**config.mk**
```make
export PLATFORM = sky130hd
export DESIGN_NAME = shifter_arbiter
export DESIGN_NICKNAME = d
export VERILOG_FILES = /design/src/rtl/shifter_arbiter.sv
export SDC_FILE = /design/constraint.sdc
export NUM_CORES = 1
export LEC_CHECK = 0
export CAP_MARGIN = 40
export CORE_MARGIN = 5
export CORE_UTILIZATION = 34
export DETAILED_ROUTE_END_ITERATION = 6
export PLACE_DENSITY = 0.91
export SYNTH_ARGS = -nofsm -noshare
export SYNTH_HDL_FRONTEND = slang
export SYNTH_SLANG_ARGS = --single-unit
```
**constraint.sdc**
```tcl
create_clock -name clk -period 2.5 [get_ports clk]
set_clock_uncertainty 0.1 [all_clocks]
set_input_delay 0.5 -clock clk [delete_from_list [all_inputs] [get_ports clk]]
set_output_delay 0.5 -clock clk [all_outputs]
set_load 0.005 [all_outputs]
```
**src/rtl/shifter_arbiter.sv**
```systemverilog
// shifter_arbiter: round-robin front end for one shared 32-bit barrel shifter.
// Accepts one request at a time, drives the external shifter from registered
// operands and returns the registered, ID-tagged result on one response channel.
// Optional feature macro: SHIFT_ARB_ROTATE_EN adds rotate, built from two
// shifter passes OR'd together in an extra SHIFT2 state.
module shifter_arbiter #(
    parameter int NUM_REQ = 4,
    parameter int ID_W    = $clog2(NUM_REQ)
) (
    input  logic                  clk,
    input  logic                  rst,
    input  logic [NUM_REQ-1:0]    req_valid,
    output logic [NUM_REQ-1:0]    req_ready,
    input  logic [NUM_REQ-1:0]    req_dir,
    input  logic [NUM_REQ-1:0]    req_rot,
    input  logic [NUM_REQ*32-1:0] req_data,
    input  logic [NUM_REQ*5-1:0]  req_amt,
    output logic                  resp_valid,
    input  logic                  resp_ready,
    output logic [31:0]           resp_data,
    output logic [ID_W-1:0]       resp_id,
    output logic                  sh_dir,
    output logic [31:0]           sh_data,
    output logic [4:0]            sh_amt,
    input  logic [31:0]           sh_out
);

`ifdef SHIFT_ARB_ROTATE_EN
    typedef enum logic [1:0] {
        StIdle   = 2'd0,
        StShift1 = 2'd1,
        StShift2 = 2'd2,
        StResp   = 2'd3
    } state_e;
`else
    typedef enum logic [1:0] {
        StIdle   = 2'd0,
        StShift1 = 2'd1,
        StResp   = 2'd3
    } state_e;
`endif

    state_e          state_q, state_d;
    logic [ID_W-1:0] ptr_q, ptr_d;
    logic [ID_W-1:0] id_q, id_d;
    logic [31:0]     acc_q, acc_d;
    logic            sh_dir_q, sh_dir_d;
    logic [31:0]     sh_data_q, sh_data_d;
    logic [4:0]      sh_amt_q, sh_amt_d;

`ifdef SHIFT_ARB_ROTATE_EN
    // Operands kept for the second rotate pass
    logic            dir_q, dir_d;
    logic            rot_q, rot_d;
    logic [31:0]     data_q, data_d;
    logic [4:0]      amt_q, amt_d;
`else
    logic            unused_rot;
    assign unused_rot = ^req_rot;
`endif

    // Per-requester operand views of the flattened buses
    logic [31:0] data_arr [NUM_REQ];
    logic [4:0]  amt_arr  [NUM_REQ];

    for (genvar gi = 0; gi < NUM_REQ; gi++) begin : g_unpack
        assign data_arr[gi] = req_data[32*gi +: 32];
        assign amt_arr[gi]  = req_amt[5*gi +: 5];
    end

    logic [ID_W-1:0] grant;
    logic            any_valid;
    int              cand;

    // Round-robin pick: first valid requester at or above ptr, wrapping.
    // Scanning downward lets the lowest offset win without an early exit.
    always_comb begin
        grant     = ptr_q;
        any_valid = 1'b0;
        cand      = 0;
        for (int k = NUM_REQ - 1; k >= 0; k--) begin
            cand = int'(ptr_q) + k;
            if (cand >= NUM_REQ) begin
                cand = cand - NUM_REQ;
            end
            if (req_valid[ID_W'(cand)]) begin
                grant     = ID_W'(cand);
                any_valid = 1'b1;
            end
        end
    end

    // Next-state, grant and datapath control
    always_comb begin
        state_d   = state_q;
        ptr_d     = ptr_q;
        id_d      = id_q;
        acc_d     = acc_q;
        sh_dir_d  = sh_dir_q;
        sh_data_d = sh_data_q;
        sh_amt_d  = sh_amt_q;
        req_ready = '0;
`ifdef SHIFT_ARB_ROTATE_EN
        dir_d     = dir_q;
        rot_d     = rot_q;
        data_d    = data_q;
        amt_d     = amt_q;
`endif
        case (state_q)
            StIdle: begin
                // Grant is suppressed during reset so ready reads as zero
                if (any_valid && !rst) begin
                    req_ready[grant] = 1'b1;
                    id_d      = grant;
                    sh_dir_d  = req_dir[grant];
                    sh_data_d = data_arr[grant];
                    sh_amt_d  = amt_arr[grant];
`ifdef SHIFT_ARB_ROTATE_EN
                    dir_d     = req_dir[grant];
                    rot_d     = req_rot[grant];
                    data_d    = data_arr[grant];
                    amt_d     = amt_arr[grant];
`endif
                    ptr_d     = (grant == ID_W'(NUM_REQ - 1)) ? '0 : grant + ID_W'(1);
                    state_d   = StShift1;
                end
            end
            StShift1: begin
                acc_d = sh_out;
`ifdef SHIFT_ARB_ROTATE_EN
                // Rotate = (x shifted by n) | (x shifted the other way by 32-n)
                if (rot_q && (amt_q != 5'd0)) begin
                    sh_dir_d  = ~dir_q;
                    sh_amt_d  = 5'd0 - amt_q;
                    sh_data_d = data_q;
                    state_d   = StShift2;
                end else begin
                    state_d = StResp;
                end
`else
                state_d = StResp;
`endif
            end
`ifdef SHIFT_ARB_ROTATE_EN
            StShift2: begin
                acc_d   = acc_q | sh_out;
                state_d = StResp;
            end
`endif
            StResp: begin
                if (resp_ready) begin
                    state_d = StIdle;
                end
            end
            default: begin
                state_d = StIdle;
            end
        endcase
    end

    // State and datapath registers with synchronous reset
    always_ff @(posedge clk) begin
        if (rst) begin
            state_q   <= StIdle;
            ptr_q     <= '0;
            id_q      <= '0;
            acc_q     <= '0;
            sh_dir_q  <= 1'b0;
            sh_data_q <= '0;
            sh_amt_q  <= '0;
`ifdef SHIFT_ARB_ROTATE_EN
            dir_q     <= 1'b0;
            rot_q     <= 1'b0;
            data_q    <= '0;
            amt_q     <= '0;
`endif
        end else begin
            state_q   <= state_d;
            ptr_q     <= ptr_d;
            id_q      <= id_d;
            acc_q     <= acc_d;
            sh_dir_q  <= sh_dir_d;
            sh_data_q <= sh_data_d;
            sh_amt_q  <= sh_amt_d;
`ifdef SHIFT_ARB_ROTATE_EN
            dir_q     <= dir_d;
            rot_q     <= rot_d;
            data_q    <= data_d;
            amt_q     <= amt_d;
`endif
        end
    end

    assign resp_valid = (state_q == StResp);
    assign resp_data  = acc_q;
    assign resp_id    = id_q;
    assign sh_dir     = sh_dir_q;
    assign sh_data    = sh_data_q;
    assign sh_amt     = sh_amt_q;

endmodule

```
# --- Word level (Yosys, flattened, before mapping) ---
# Index checks and enable logic that the tools add are counted.
classes:
  reduce_logical: 6
  bitwise_logic: 1
  addsub: 8
  eq_ne: 5
  n_mux: 40
  n_lt_le_gt_ge: 11
ops:
  columns: ["cell", "count"]
  rows:
  - ["32-bit binary-select mux with 2-bit select", 1]
  - ["32-bit 2-to-1 mux", 2]
  - ["2-bit 2-to-1 mux", 11]
  - ["2-bit by 4-bit < comparator with 1-bit output (second input constant)", 4]
  - ["1-bit 2-to-1 mux", 14]
  - ["3-bit >= comparator (second input constant)", 4]
  - ["1-bit binary-select mux with 2-bit select", 5]
  - ["5-bit binary-select mux with 2-bit select", 1]
  - ["5-bit 2-to-1 mux", 2]
  - ["4-bit 2-to-1 mux", 2]
  - ["2-bit by 1-bit subtractor with 2-bit output (second input constant)", 4]
  - ["2-bit by 2-bit adder with 3-bit output (second input constant)", 2]
  - ["2-bit case mux with 3 select lines", 1]
  - ["2-bit == test (second input constant)", 2]
  - ["2-bit AND reduction", 2]
  - ["2-bit by 1-bit adder with 3-bit output (second input constant)", 1]
  - ["2-bit by 3-bit >= comparator with 1-bit output (second input constant)", 1]
  - ["2-bit by 3-bit < comparator with 1-bit output (second input constant)", 1]
  - ["2-bit NOT with 3-bit output", 1]
  - ["2-bit by 1-bit adder with 2-bit output (second input constant)", 1]
  - ["1-bit demux with 2-bit select", 1]
  - ["2-bit by 1-bit == test with 1-bit output (second input constant)", 1]
  - ["2-bit by 1-bit >= comparator with 1-bit output (second input constant)", 1]
  - ["1-bit logical AND", 2]
  - ["other kinds (4)", 4]
word_totals:
  output_inout_bits: 77
  register_bits: 76
  in_bits: 195

# --- Longest topological paths before layout ---
depth:
  word_depth: 16
  mapped_depth: 8
  mapped_depth_nobuf: 6

# --- Least setup slack after synthesis ---
# OpenSTA, ideal clock, no wires.
synth_timing:
  path_kind: "input-to-output"
  start: "input req_valid[0]"
  end: "output req_ready[3]"
  cell_stages: 7
  path_slack_ps: 281
  n_path_buf: 2
  required_time_ps: 1900
  t_arrival_ps: 1619
  cell_sequence: "nor2_1 -> a211o_1 -> o211a_1 -> buf_2 -> buf_2 -> ha_1 -> and2_1"
synth_between:
  elab_chain_cells: 13
  elab_cells_between_ends: 28
  classes_between: "order compare (2); mux (24); reduce/logical (2)"
synth_lines:
  columns: ["item", "line_no", "source"]
  rows:
  - ["start, declared", "12", "input logic [NUM_REQ-1:0] req_valid,"]
  - ["1-bit binary-select mux with 2-bit select", "86", "if (req_valid[ID_W'(cand)]) begin"]
  - ["1-bit 2-to-1 mux (not written as such) (2 in a row)", "86", null]
  - ["2-bit 2-to-1 mux (4 in a row)", "86", null]
  - ["2-bit by 3-bit < comparator with 1-bit output (not written as such) or 2-bit by 1-bit >= comparator with 1-bit output (tied branches)", "113", "req_ready[grant] = 1'b1;"]
  - ["1-bit logical AND (not written as such)", "113", null]
  - ["1-bit 2-to-1 mux (not written as such)", "113", null]
  - ["1-bit demux with 2-bit select", "113", null]
  - ["4-bit 2-to-1 mux (*)", "112", "if (any_valid && !rst) begin"]
  - ["4-bit 2-to-1 mux (*)", "109", "case (state_q)"]
  - ["end, declared", "13", "output logic [NUM_REQ-1:0] req_ready,"]
# Mark *: on every way between the ends. The rest lies on a longest branch, timed or not. The select of a mux whose other input is x is not followed.

# --- Worst setup path in the final report ---
layout_timing:
  start: "input req_valid[1]"
  end: "output req_ready[1]"
# Same word-level chain as after synthesis.

==> run_results.csv <==
group,metric,value,unit
run_status,outcome,"finished clean",
drt,drt-pass1-iter-count,4,
placement,dp_cells,788,
synthesis,synth.distinct_cells,28,
timing,maxSlewViolCount,0,
drt,drc_errors,0,
layout,seqCellArea,1530,µm²
placement,hpwl,10.6,mm
drt,via_per_inst,4.96,
die,die_y,114,µm
timing,fmax,0.415,GHz
drt,wl_per_cell,16.0,µm
layout,diodes,0,
clock_network,clockRootBuffer,"clkbuf_8",
synthesis,syn_area,3640,µm²
worst_setup_path,required,1.90,ns
clock_network,cts_tree,"done",
synthesis,yosysTopAreaCellShare,0.418,
timing,min_period,2.41,ns
timing,worstMarginPinSlew,0.623,ns
clock_network,cts_buffer_depth,2,
drt,wirelength,12.9,mm
worst_setup_path,slowest_delay,0.34,ns
timing,setup_violations,0,
synthesis,syn_area_per_cell,9.11,µm²
global_route,grt_max_degree,40,
die,rows,37,
layout,multi_input_area,1980,µm²
synthesis,async_flop_share,0,
clock_network,cts_num_sinks,76,
placement,place_congestion,0.855,
synthesis,synth.most_common_cell,"nand2_1",
synthesis,ys_warn_count,0,
die,core-area,10400,µm²
pwr,power_density,580,nW/µm²
synthesis,synthTopCellsByCount,"nand2_1, dfxtp_1, mux2i_1",
die,die_area,12900,µm²
synthesis,ys_top_cells_by_area,"dfxtp_1, mux2i_1, nand2_1, o221ai_1, a21oi_1",
global_route,globalRouteTotalUtil,0.184,
hold_path,hold_class,"reg -> reg",
pwr,ir_drop,332,µV
synthesis,yosysSeqAreaShare,0.418,
layout,drive_gt1_frac,0.0970,
clock_network,cts_buffers,9,
worst_setup_path,cp-end-kind,"primary output",
timing,post-route-period-util,0.964,
worst_setup_path,cp.arrival,1.81,ns
synthesis,synth_edf_count,0,
worst_setup_path,path_cells,"clkdlybuf4s15_2 -> nor2_1 -> a221o_1 -> o22a_2 -> clkinv_2 -> ha_1 -> and2_4 -> buf_2",
timing,slew_headroom,0.584,
worst_setup_path,critical_path.slowest_cell,"a221o_1",
layout,nFillCells,815,
clock_network,path_clk_slew,0.07,ns
worst_setup_path,worst-path-max-fanout,4,
synthesis,ys_ff_latch,76,
worst_setup_path,worst-path-buf-inv,3,
drt,drt_iter0_drc,206,
layout,instances_no_fill,806,
pwr,power,0.00390,W
global_route,grt_overflow,0,
timing,rsz0062_at_grt,"false",
clock_network,htree_levels,3,
worst_setup_path,critical_path_class,"in -> out",
worst_setup_path,start_kind,"input port",
synthesis,synth-main-ff-cell,"dfxtp_1",
global_route,grt_pass1_wl,19.2,mm
drt,vias,3997,
synthesis,syn_nets,597,
layout,synthToLayoutAreaGrowth,84.5,%
pwr,p_leak,2.58,nW
synthesis,synth_cells,400,
job,drv_cap,0,
synthesis,synth_top_area_cell,"dfxtp_1",
worst_setup_path,cp_top_family,"compound AO/OA/AOI/OAI gates",
die,die_w,114,µm
layout,finalNetCount,862,
global_route,antenna_found_initial,0,
global_route,grt_pass1_vias,3980,
die,io-pin-count,272,
drt,antenna_left,0,
placement,port_buffers,267,
clock_network,clk_latency,0.33,ns
timing,finalHoldViolCount,0,
die,start_util,0.351,
clock_network,ctsHoldBuffers,0,
-- worst paths after layout --
check,from,endpoint,slack [ns],cells past startpoint
worst min register to register,resp_id[1],resp_id[1],0.35,2
worst max-delay path,req_valid[1],req_ready[1],0.09,8
worst min-delay path,resp_id[1],resp_id[1],0.35,2
worst max register to register,ptr_q[0],sh_amt[4],0.35,8
-- logic make-up (layout without fill, tap and decap cells) --
| kind of cell | count (synthesis) | after routing | share of synthesized area |
|---|---|---|---|
| AOI/OAI and AO/OA | 82 | 82 | 0.178 |
| DFF | 76 | 76 | 0.418 |
| buffers and inverters | 35 | 305 | 0.0464 |
| and+or+nand+nor | 129 | 129 | 0.143 |
| muxes | 76 | 76 | 0.209 |
| adders and majority gates | 2 | 2 | 0.00687 |
-- routing by layer --
layer  vias up  GRT usage  wire (µm)  part of all wire
li1       1955          -          -                 -
met1      1847      0.196       4820              0.37
met4         0     0.0569        287             0.022
met5         -          0          0                 0
met3        19     0.0552        979             0.076
met2       176      0.346       6840              0.53
-- layout by cell type, fill, tap and decap left out, types with 2 or more instances in the layout --
| cell | instances |
|---|---|
| clkdlybuf4s50_1 | 259 |
| buf_2 | 4 |
| buf_4 | 17 |
| clkbuf_8 | 9 |
| mux2i_1 | 76 |
| dfxtp_1 | 75 |
| nor2_1 | 6 |
| nand2b_1 | 4 |
| clkinv_2 | 2 |
| buf_12 | 2 |
| a21oi_1 | 33 |
| and2_1 | 2 |
| o221ai_1 | 28 |
| o221ai_2 | 10 |
| nand2_1 | 107 |
| clkdlybuf4s15_1 | 2 |
| a211oi_1 | 2 |
| nor2b_2 | 2 |
| clkinvlp_4 | 2 |
| inv_1 | 2 |
| bufinv_16 | 2 |
| o21ai_0 | 2 |
| nor2_2 | 3 |
-- flip-flops by register name (all words and copies together) (netlist names) --
register	flops
resp_id	2
sh_dir	1
ptr_q	2
sh_amt	5
sh_data	32
resp_data	32
state_q	2
-- repair_timing --
action,4_1_cts,5_1_grt
endpoints found under the setup margin,42,17
setup buffers,2,0
gates resized for setup,27,9
cloned,0,0
pin swaps,5,4
hold endpoints to repair,0,0
-- per-stage QoR --
step | setup WS, ns | setup TNS, ns | util | cell area (µm²) | hold WS [ns]
floorplan | 0.281 | 0 | - | 3640 | 0.339
detailed placement | -0.642 | -18.62 | 0.626 | 6490 | 0.339
CTS | 0.000989 | 0 | 0.648 | 6720 | 0.350
global route | 0.0156 | 0 | 0.648 | 6720 | 0.372
finish | 0.0888 | 0 | 0.648 | 6720 | 0.351
global placement | -0.652 | -14.19 | 0.626 | 6490 | 0.330
-- report_power, final --
part | leakage, nW | switching, W | internal [W]
logic | 1.85 | 0.000563 | 0.000855
clock network | 0.102 | 0.000446 | 0.000562
registers | 0.626 | 0.0000903 | 0.00138
-- worst min-delay path, cell delays in order, from the launching register on --
cell and delay [ns]:
dfxtp_1 0.32, nand2_1 0.05, nand2_1 0.04
-- final cells by class --
type                       count  share of cell area
sequential                    76               0.227
clock buffer                  10              0.0190
inverter                       3             0.00186
multi-input combinational    289               0.295
tap                          136              0.0253
timing repair buffer         286               0.419
clock inverter                 6              0.0132
Power figures use the tool's default switching activity.
